[src/rtl/prior_predict_serial_if.sv]
// prior_predict_serial_if: request, data and status bundle for the serial Kalman prior predictor
interface prior_predict_serial_if #(parameter int N = 20);
  logic start, busy, done, sat;
  logic signed [N-1:0] x00_post, x10_post, f00, f01, f10, f11, h00, h01, h10, h11;
  logic signed [N-1:0] X00_prior, X10_prior, Z00_hat, Z10_hat;
  modport master (
    output start, x00_post, x10_post, f00, f01, f10, f11, h00, h01, h10, h11,
    input busy, done, sat, X00_prior, X10_prior, Z00_hat, Z10_hat
  );
  modport slave (
    input start, x00_post, x10_post, f00, f01, f10, f11, h00, h01, h10, h11,
    output busy, done, sat, X00_prior, X10_prior, Z00_hat, Z10_hat
  );
endinterface

[src/rtl/prior_predict_serial.sv]
// prior_predict_serial: x_prior = F*x_post, z_hat = H*x_prior with one shared multiplier, one product per clock
module prior_predict_serial #(
  parameter int N = 20,
  parameter int FRAC = 10
) (
  input logic clk,
  input logic rst,
  prior_predict_serial_if.slave b
);
  localparam int W = 2 * N + 2;
  localparam logic signed [W-1:0] RND = W'(1) << (FRAC - 1);
  localparam logic signed [W-1:0] MAXV = {{(W - N + 1){1'b0}}, {(N - 1){1'b1}}};
  localparam logic signed [W-1:0] MINV = {{(W - N + 1){1'b1}}, {(N - 1){1'b0}}};
  typedef enum logic [1:0] {IDLE, CALC_X, CALC_Z, DONE} state_t;
  state_t state, nxt;
  logic [1:0] step;
  logic signed [N-1:0] x0, x1, f00, f01, f10, f11, h00, h01, h10, h11;
  logic signed [N-1:0] xp0, xp1, zh0, zh1, a, c, res;
  logic signed [2*N:0] acc;
  logic signed [2*N-1:0] prod;
  logic signed [W-1:0] sum, shr;
  logic hi, lo, sat, busy;
  always_comb begin
    nxt = state;
    case (state)
      IDLE: nxt = b.start ? CALC_X : IDLE;
      CALC_X: nxt = &step ? CALC_Z : CALC_X;
      CALC_Z: nxt = &step ? DONE : CALC_Z;
      default: nxt = IDLE;
    endcase
  end
  // Z products use the already clamped N-bit X results
  assign a = state == CALC_Z ? (step[1] ? (step[0] ? h11 : h10) : (step[0] ? h01 : h00))
                             : (step[1] ? (step[0] ? f11 : f10) : (step[0] ? f01 : f00));
  assign c = state == CALC_Z ? (step[0] ? xp1 : xp0) : (step[0] ? x1 : x0);
  assign prod = $signed({{N{a[N-1]}}, a}) * $signed({{N{c[N-1]}}, c});
  assign sum = {acc[2*N], acc} + {{2{prod[2*N-1]}}, prod} + RND;
  assign shr = sum >>> FRAC;
  assign hi = shr > MAXV;
  assign lo = shr < MINV;
  assign res = hi ? MAXV[N-1:0] : lo ? MINV[N-1:0] : shr[N-1:0];
  assign busy = state == CALC_X || state == CALC_Z;
  always_ff @(posedge clk) begin
    if (rst) begin
      state <= IDLE;
      step <= '0;
      acc <= '0;
      sat <= 1'b0;
      xp0 <= '0;
      xp1 <= '0;
      zh0 <= '0;
      zh1 <= '0;
    end else begin
      state <= nxt;
      if (state == IDLE && b.start) begin
        {x0, x1} <= {b.x00_post, b.x10_post};
        {f00, f01, f10, f11} <= {b.f00, b.f01, b.f10, b.f11};
        {h00, h01, h10, h11} <= {b.h00, b.h01, b.h10, b.h11};
        acc <= '0;
        sat <= 1'b0;
        step <= '0;
      end
      if (busy) begin
        step <= step + 2'd1;
        acc <= step[0] ? '0 : {prod[2*N-1], prod};
        if (step[0]) begin
          sat <= sat | hi | lo;
          if (state == CALC_X) begin
            if (step[1]) xp1 <= res;
            else xp0 <= res;
          end else begin
            if (step[1]) zh1 <= res;
            else zh0 <= res;
          end
        end
      end
    end
  end
  assign b.busy = busy;
  assign b.done = state == DONE;
  assign b.sat = sat;
  assign b.X00_prior = xp0;
  assign b.X10_prior = xp1;
  assign b.Z00_hat = zh0;
  assign b.Z10_hat = zh1;
endmodule
[src/flat_wrapper.sv]
// flat-port wrapper written by rule: the top's interface ports become plain ports
module prior_predict_serial_flat 
#(
  parameter int N = 20,
  parameter int FRAC = 10
)
  (clk, rst, b_start, b_x00_post, b_x10_post, b_f00, b_f01, b_f10, b_f11, b_h00, b_h01, b_h10, b_h11, b_busy, b_done, b_sat, b_X00_prior, b_X10_prior, b_Z00_hat, b_Z10_hat);
  prior_predict_serial_if #(.N(N)) b_i ();
  input logic clk;
  input logic rst;
  input wire logic [$bits(b_i.start)-1:0] b_start;
  input wire logic [$bits(b_i.x00_post)-1:0] b_x00_post;
  input wire logic [$bits(b_i.x10_post)-1:0] b_x10_post;
  input wire logic [$bits(b_i.f00)-1:0] b_f00;
  input wire logic [$bits(b_i.f01)-1:0] b_f01;
  input wire logic [$bits(b_i.f10)-1:0] b_f10;
  input wire logic [$bits(b_i.f11)-1:0] b_f11;
  input wire logic [$bits(b_i.h00)-1:0] b_h00;
  input wire logic [$bits(b_i.h01)-1:0] b_h01;
  input wire logic [$bits(b_i.h10)-1:0] b_h10;
  input wire logic [$bits(b_i.h11)-1:0] b_h11;
  output wire logic [$bits(b_i.busy)-1:0] b_busy;
  output wire logic [$bits(b_i.done)-1:0] b_done;
  output wire logic [$bits(b_i.sat)-1:0] b_sat;
  output wire logic [$bits(b_i.X00_prior)-1:0] b_X00_prior;
  output wire logic [$bits(b_i.X10_prior)-1:0] b_X10_prior;
  output wire logic [$bits(b_i.Z00_hat)-1:0] b_Z00_hat;
  output wire logic [$bits(b_i.Z10_hat)-1:0] b_Z10_hat;
  assign b_i.start = b_start;
  assign b_i.x00_post = b_x00_post;
  assign b_i.x10_post = b_x10_post;
  assign b_i.f00 = b_f00;
  assign b_i.f01 = b_f01;
  assign b_i.f10 = b_f10;
  assign b_i.f11 = b_f11;
  assign b_i.h00 = b_h00;
  assign b_i.h01 = b_h01;
  assign b_i.h10 = b_h10;
  assign b_i.h11 = b_h11;
  assign b_busy = b_i.busy;
  assign b_done = b_i.done;
  assign b_sat = b_i.sat;
  assign b_X00_prior = b_i.X00_prior;
  assign b_X10_prior = b_i.X10_prior;
  assign b_Z00_hat = b_i.Z00_hat;
  assign b_Z10_hat = b_i.Z10_hat;
  prior_predict_serial #(.N(N), .FRAC(FRAC)) u_core (.clk(clk), .rst(rst), .b(b_i));
endmodule
[config.mk]
export PLATFORM = sky130hd
export DESIGN_NAME = prior_predict_serial_flat
export DESIGN_NICKNAME = d
export VERILOG_FILES = /design/src/rtl/prior_predict_serial_if.sv /design/src/rtl/prior_predict_serial.sv /design/src/flat_wrapper.sv
export SDC_FILE = /design/constraint.sdc
export NUM_CORES = 2
export LEC_CHECK = 0
export BUFFER_PORTS_ARGS = -buffer_cell sky130_fd_sc_hd__buf_4
export CAP_MARGIN = 20
export CORE_ASPECT_RATIO = 0.9
export CORE_MARGIN = 4
export CORE_UTILIZATION = 62
export CTS_CLUSTER_DIAMETER = 100
export CTS_CLUSTER_SIZE = 20
export DETAILED_ROUTE_END_ITERATION = 6
export PLACE_DENSITY = 0.85
export SYNTH_ARGS = -nofsm -noshare
export SYNTH_HDL_FRONTEND = slang
export SYNTH_SLANG_ARGS = --single-unit
export TNS_END_PERCENT = 30
[constraint.sdc]
create_clock -name clk -period 14.5 [get_ports clk]
set_input_delay 2.175 -clock clk [delete_from_list [all_inputs] [get_ports clk]]
set_output_delay 2.175 -clock clk [all_outputs]
set_load 0.05 [all_outputs]
# Yosys cells after proc, flatten, opt, wreduce, memory -nomap -nowiden
# Index checks and enable logic that the tools add are counted.
# Widths: inputs -> output; s select.
classes:
  add_sub_neg: 3
  n_mul: 1
  order_cmp: 2
  eq_ne: 3
  muxes: 24
  bitwise_logic: 5
  n_reduce_logical: 10
ops:
  columns: ["op", "n"]
  rows:
  - ["$mux 20", 12]
  - ["$mux 41", 3]
  - ["$add 41x40->42", 1]
  - ["$add 42x10->42 const B", 1]
  - ["$mul 20x20->40", 1]
  - ["$gt 32x20->1 const B", 1]
  - ["$lt 32x20->1 const B", 1]
  - ["$reduce_and 4->1", 4]
  - ["$mux 2", 3]
  - ["$pmux 2 s3", 1]
  - ["$mux 1", 5]
  - ["$eq 2x2->1 const B", 2]
  - ["$reduce_and 2->1", 2]
  - ["$not 1->1", 3]
  - ["$add 2x1->2 const B", 1]
  - ["$eq 2x1->1 const B", 1]
  - ["$logic_not 2->1", 1]
  - ["$or 1x1->1", 2]
  - ["$reduce_bool 2->1", 1]
  - ["$logic_and 1x1->1", 1]
  - ["$logic_or 1x1->1", 1]
totals:
  register_bits: 326
  input_bits: 203
  word_cells: 66

# Depth between registers and ports, before layout
depth:
  ltp_word: 11
  depth_mapped: 51
  ltp_nobuf: 44

# Worst setup path before layout
# No wires, ideal clock.
synth_timing:
  path_kind: "reg-to-reg"
  start: "reg u_core.state[0]"
  end: "reg u_core.zh1[17], in the netlist u_core.b.Z10_hat[17]"
  arrival_time_ps: 12104
  required_ps: 14413
  setup_slack_ps: 2309
  path_stages_with_launch: 47
  path_buffers: 7
  path_cell_list: "dfxtp_1 -> inv_1 -> ha_1 -> clkbuf_1 -> clkbuf_1 -> clkbuf_1 -> buf_1 -> mux2i_1 -> nor2_1 -> fa_1 -> fa_1 -> inv_1 -> fa_1 -> inv_1 -> fa_1 -> fa_1 -> fa_1 -> inv_1 -> [11 not listed] -> a31oi_1 -> xnor2_1 -> ha_1 -> ha_1 -> clkbuf_1 -> a21oi_1 -> o21ai_0 -> a211oi_1 -> o41ai_1 -> o21ai_1 -> a311oi_1 -> o211ai_1 -> or4_4 -> o41ai_2 -> buf_4 -> buf_6 -> nand2_1 -> a211oi_1"
synth_between:
  elab_chain_len: 8
  elab_cells_between_ends: 14
  cone_classes: "add/sub: 2; mul: 1; order compare: 2; eq/ne: 2; mux: 4; bitwise: 1; reduce/logical: 2"
synth_rtl:
  columns: ["item", "line_no", "text"]
  rows:
  - ["start, declared", "prior_predict_serial.sv:15", "state_t state, nxt;"]
  - ["start signal, assigned", "prior_predict_serial.sv:54", "state <= nxt;"]
  - ["$eq 2x2->1", "prior_predict_serial.sv:33, prior_predict_serial.sv:35, prior_predict_serial.sv:42", null]
  - ["$mux 20, on equally long branches", "prior_predict_serial.sv:33, prior_predict_serial.sv:35", null]
  - ["$mul 20x20->40", "prior_predict_serial.sv:36", "assign prod = $signed({{N{a[N-1]}}, a}) * $signed({{N{c[N-1]}}, c});"]
  - ["$add 41x40->42", "prior_predict_serial.sv:37", "assign sum = {acc[2*N], acc} + {{2{prod[2*N-1]}}, prod} + RND;"]
  - ["$add 42x10->42", "prior_predict_serial.sv:37", null]
  - ["$lt 32x20->1", "prior_predict_serial.sv:40", "assign lo = shr < MINV;"]
  - ["$mux 20 (2 in series)", "prior_predict_serial.sv:41", "assign res = hi ? MAXV[N-1:0] : lo ? MINV[N-1:0] : shr[N-1:0];"]
  - ["end signal, assigned", "prior_predict_serial.sv:72", "if (step[1]) zh1 <= res;"]
  - ["end, declared", "prior_predict_serial.sv:18", "logic signed [N-1:0] xp0, xp1, zh0, zh1, a, c, res;"]
# Parallel ways exist; a longest one is shown, timed or not.
# A chain may end at the register's enable or synchronous reset.

# Worst setup path after layout
layout_timing:
  start: "reg u_core.step[0]"
  end: "reg u_core.xp1[18], in the netlist u_core.b.X10_prior[18]"
layout_between:
  elab_chain_len: 9
  elab_cells_between_ends: 18
  cone_classes: "add/sub: 2; mul: 1; order compare: 2; mux: 12; reduce/logical: 1"
layout_rtl:
  columns: ["item", "line_no", "text"]
  rows:
  - ["start, declared", "prior_predict_serial.sv:16", "logic [1:0] step;"]
  - ["start signal, assigned", "prior_predict_serial.sv:64", "step <= step + 2'd1;"]
  - ["$mux 20, on equally long branches (2 in series)", "prior_predict_serial.sv:34, prior_predict_serial.sv:33", null]
  - ["$mux 20", "prior_predict_serial.sv:33", "assign a = state == CALC_Z ? (step[1] ? (step[0] ? h11 : h10) : (step[0] ? h01 : h00))"]
  - ["$mul 20x20->40", "prior_predict_serial.sv:36", null]
  - ["$add 41x40->42", "prior_predict_serial.sv:37", null]
  - ["$add 42x10->42", "prior_predict_serial.sv:37", null]
  - ["$lt 32x20->1", "prior_predict_serial.sv:40", null]
  - ["$mux 20 (2 in series)", "prior_predict_serial.sv:41", null]
  - ["end signal, assigned", "prior_predict_serial.sv:69", "if (step[1]) xp1 <= res;"]
  - ["end, declared", "prior_predict_serial.sv:18", null]
# Parallel ways exist; a longest one is shown, timed or not.

==> PnR_summary.wiki <==
{| class="wikitable"
! Metric !! Value
|-
| Status || finished clean
|-
| Crit Reg-Reg Startpoint || u_core.step[0]$_SDFFE_PP0P_
|-
| Share of the clock period used by the worst path after layout || 91.9%
|-
| Cell area after synthesis || 30000 µm²
|-
| Number of enable flip-flop cells after synthesis || 200
|-
| RSZ-0062 raised after global routing || false
|-
| Highest net fanout along the worst path || 37
|-
| Hold/Removal Path Class || flop to flop
|-
| Net count of the finished layout || 3955
|-
| Buffer cell driving the clock tree root || clkbuf_16
|-
| Number of core rows || 76
|-
| Total negative slack for setup checks || 0 ns
|-
| Largest cells by area after synthesis || fa_1 (28%), edfxtp_1 (20%), dfxtp_1 (8.3%)
|-
| Worst hold path depth || 2
|-
| Count of input and output buffers || 285
|-
| Pin count of the biggest net entering global routing || 183
|-
| Cts bufs inserted || 20
|-
| Crit. End Element || flop
|-
| Setup violators final || 0
|-
| Count of cell types in the netlist || 75
|-
| Crit-path most repeated cell || fa_1
|-
| Fraction of final layout cells with drive strength greater than 1 || 15.1%
|-
| Total track usage || 31.2%
|-
| Worst setup path category || flop to flop
|-
| Total number of vias || 22700
|-
| Maximum number of buffers from clock root to sink || 3
|-
| Buffer count from post-CTS setup fixing || 0
|-
| # clock sinks || 325
|-
| Total global routing overflow || 0
|-
| Total count of hold-check failures in the final report || 0
|-
| Cell count of the worst reg-to-reg path || 36
|-
| Post-synthesis sequential area ratio || 28.4%
|-
| Number of resized instances in the post-cts repair step || 0
|-
| Number of slew-limit violations in the final report || 0
|-
| Final wirelength || 80.7 mm
|-
| Die width || 240 µm
|-
| Capture point of the worst reg-to-reg path || u_core.b.X10_prior[18]$_SDFFE_PP0P_
|-
| Effective utilization at floorplan || 62.7%
|-
| Synthesized area per cell || 10.3 µm²
|-
| Starting DRT DRC Count || 2286
|-
| Actual slew at the worst max-slew pin || 1.04 ns
|-
| Yosys warns || 0
|-
| Clock transition at path regs || 0.08 ns
|-
| Most common cell after layout, fill and taps aside || inv_1
|-
| Endpoint required time on the critical path || 14.97 ns
|-
| Filler Cell Count || 3359
|-
| Predominant post-synthesis flop cell || edfxtp_1
|-
| Initial antenna violation count || 2
|-
| Launch point of the worst hold path || u_core.b.Z00_hat[9]$_SDFFE_PP0P_
|-
| Cell count after synthesis || 2906
|-
| Final weighted congestion in routability-driven placement || 0.979
|-
| Relative area change from synthesis to final layout || 11.8%
|-
| Fraction of synthesis flops using an asynchronous set or reset pin || 0%
|-
| Register bit total from synthesis || 325
|-
| Final antenna diode count || 0
|-
| R2r setup slk || 1.18 ns
|-
| Largest clock skew in the final design || 0.0280 ns
|-
| Most used cells in the layout excluding fill and tap cells || inv_1 (478), fa_1 (420), nor2_1 (363)
|-
| Endpoint arrival time on the critical path || 13.80 ns
|-
| Core Footprint || 47800 µm²
|-
| Area share of the largest cell type after synthesis || 28.0%
|-
| HPWL after detailed placement || 65.9 mm
|-
| Number of ports placed on the die boundary || 286
|-
| Max-cap violations || 0
|-
| Cell with the biggest individual delay on the critical path || mux2i_2
|-
| Clock network latency to the later pin of the worst-skew pair || 0.57 ns
|-
| Number of buffers inserted for hold repair after clock tree synthesis || 0
|-
| Via count of the first global-routing pass || 24500
|-
| Maximum frequency from static timing analysis || 75.0 MHz
|-
| Remaining number of nets flagged by the antenna check after routing || 0
|-
| Rel. slew slack || 29.4%
|-
| Clock H-tree levels || 1
|-
| Detailed-route DRC error count || 0
|-
| Post-detailed-route wirelength per cell || 21.4 µm
|-
| Global-route wire length before repair || 128 mm
|-
| Hold EP || u_core.b.Z00_hat[9]$_SDFFE_PP0P_
|-
| Stage delay of the slowest cell on the critical path || 0.82 ns
|-
| Area leader, netlist || fa_1
|-
| Critical Path Source Type || flop
|-
| First-pass iteration count of the detailed router || 6
|-
| Minimum period implied by the final worst setup slack || 13.32 ns
|-
| Total Die Area || 52000 µm²
|-
| Per-cell via count in the routed design || 6.00
|-
| Post-synth net total || 3719
|-
| Clock tree from TritonCTS || yes
|-
| Chip Height || 217 µm
|}
layout make-up:
| type | count | area [µm²] | share of cell area [%] |
|---|---|---|---|
| Clock buffer | 32 | 556 | 1.66 |
| Clock inverter | 4 | 86.3 | 0.257 |
| Timing Repair Buffer | 334 | 2550 | 7.60 |
| Inverter | 479 | 1800 | 5.36 |
| Tap cell | 624 | 781 | 2.33 |
| Multi-Input combinational cell | 1982 | 19300 | 57.4 |
| Sequential cell | 325 | 8510 | 25.4 |
metal layers:
layer / wire length [µm] / track usage (%) / part of all wire [%] / vias to the layer above
li1: - / - / - / 9948
met1: 30100 / 40.7 / 37 / 11300
met2: 39700 / 52.9 / 49 / 1204
met3: 7730 / 6.53 / 9.6 / 276
met4: 3160 / 10.3 / 3.9 / 0
met5: 0 / 0 / 0 / -
worst max path at each step:
stage	end	slack (ns)	start	cells past startpoint
4_1_cts	u_core.b.X10_prior[18]$_SDFFE_PP0P_	1.38	u_core.step[0]$_SDFFE_PP0P_	36
6_report	u_core.b.X10_prior[18]$_SDFFE_PP0P_	1.18	u_core.step[0]$_SDFFE_PP0P_	36
3_5_place_dp	u_core.b.X10_prior[11]$_SDFFE_PP0P_	1.46	u_core.step[0]$_SDFFE_PP0P_	36
2_1_floorplan	u_core.b.Z10_hat[17]$_SDFFE_PP0P_	2.31	u_core.state[0]$_SDFF_PP0_	46
5_1_grt	u_core.b.X10_prior[11]$_SDFFE_PP0P_	0.42	u_core.step[0]$_SDFFE_PP0P_	38
3_3_place_gp	u_core.b.X10_prior[16]$_SDFFE_PP0P_	1.22	u_core.step[0]$_SDFFE_PP0P_	36
cells in the mapped netlist (10+ instances only):
cell,number
ha_1,190
a211oi_1,22
a31oi_1,14
and3_1,15
and2_1,14
xor2_1,19
mux4_2,47
nor3_1,15
buf_1,10
fa_1,420
o21ai_0,94
a21o_1,43
nand3_1,14
o21ai_1,13
or2_2,22
o21bai_1,16
nand2_1,243
a22o_1,13
mux2i_1,36
nand4_1,16
nand2b_1,48
xnor2_1,50
nor2b_1,15
mux2_2,26
edfxtp_1,200
nor2_1,364
dfxtp_1,125
clkbuf_1,106
a22oi_1,31
inv_1,478
a21oi_1,81
cell families (layout without fill, tap and decap cells):
kind of cell,after synthesis,after routing,synth area share [%]
fa+ha+maj,610,610,36.0
mux,110,110,5.75
simple gates,798,798,11.6
xor+xnor,69,69,2.02
compound gates,395,395,8.71
buf+inv,599,849,7.56
flops,325,325,28.4
per-stage QoR:
stage / std cells / util [%] / cell area, µm² / hold WS [ns] / worst slack, ns
after floorplan: 2906 / - / 30000 / 0.449 / 2.31
after global placement: 3739 / 68.7 / 32800 / 0.467 / 1.22
after detailed placement: 3743 / 68.7 / 32900 / 0.462 / 1.46
after CTS: 3779 / 70.1 / 33500 / 0.481 / 1.38
after global routing: 3780 / 70.1 / 33500 / 0.512 / 0.422
final: 3780 / 70.1 / 33500 / 0.490 / 1.18
sequential cells by signal, indices dropped and copies added (netlist names), 20 cells and up:
register            cells
u_core.acc             40
u_core.b.X00_prior     20
u_core.b.X10_prior     20
u_core.b.Z00_hat       20
u_core.b.Z10_hat       20
u_core.f00             20
u_core.f01             20
u_core.f10             20
u_core.f11             20
u_core.h00             20
u_core.h01             20
u_core.h10             20
u_core.h11             20
u_core.x0              20
u_core.x1              20
worst max-delay path, delay by kind of cell (launching register included):
kind / cells / cell delay (ns)
adders and majority gates: 10 / 4.57
AOI/OAI and AO/OA: 12 / 3.53
and+or+nand+nor: 7 / 2.41
muxes: 2 / 1.42
DFF: 1 / 0.78
xor gates and xnor gates: 1 / 0.25
buffers and inverters: 4 / 0.19
Power is not shown: default switching activity piles up to over one toggle a cycle in this logic, so the estimate is an artifact.
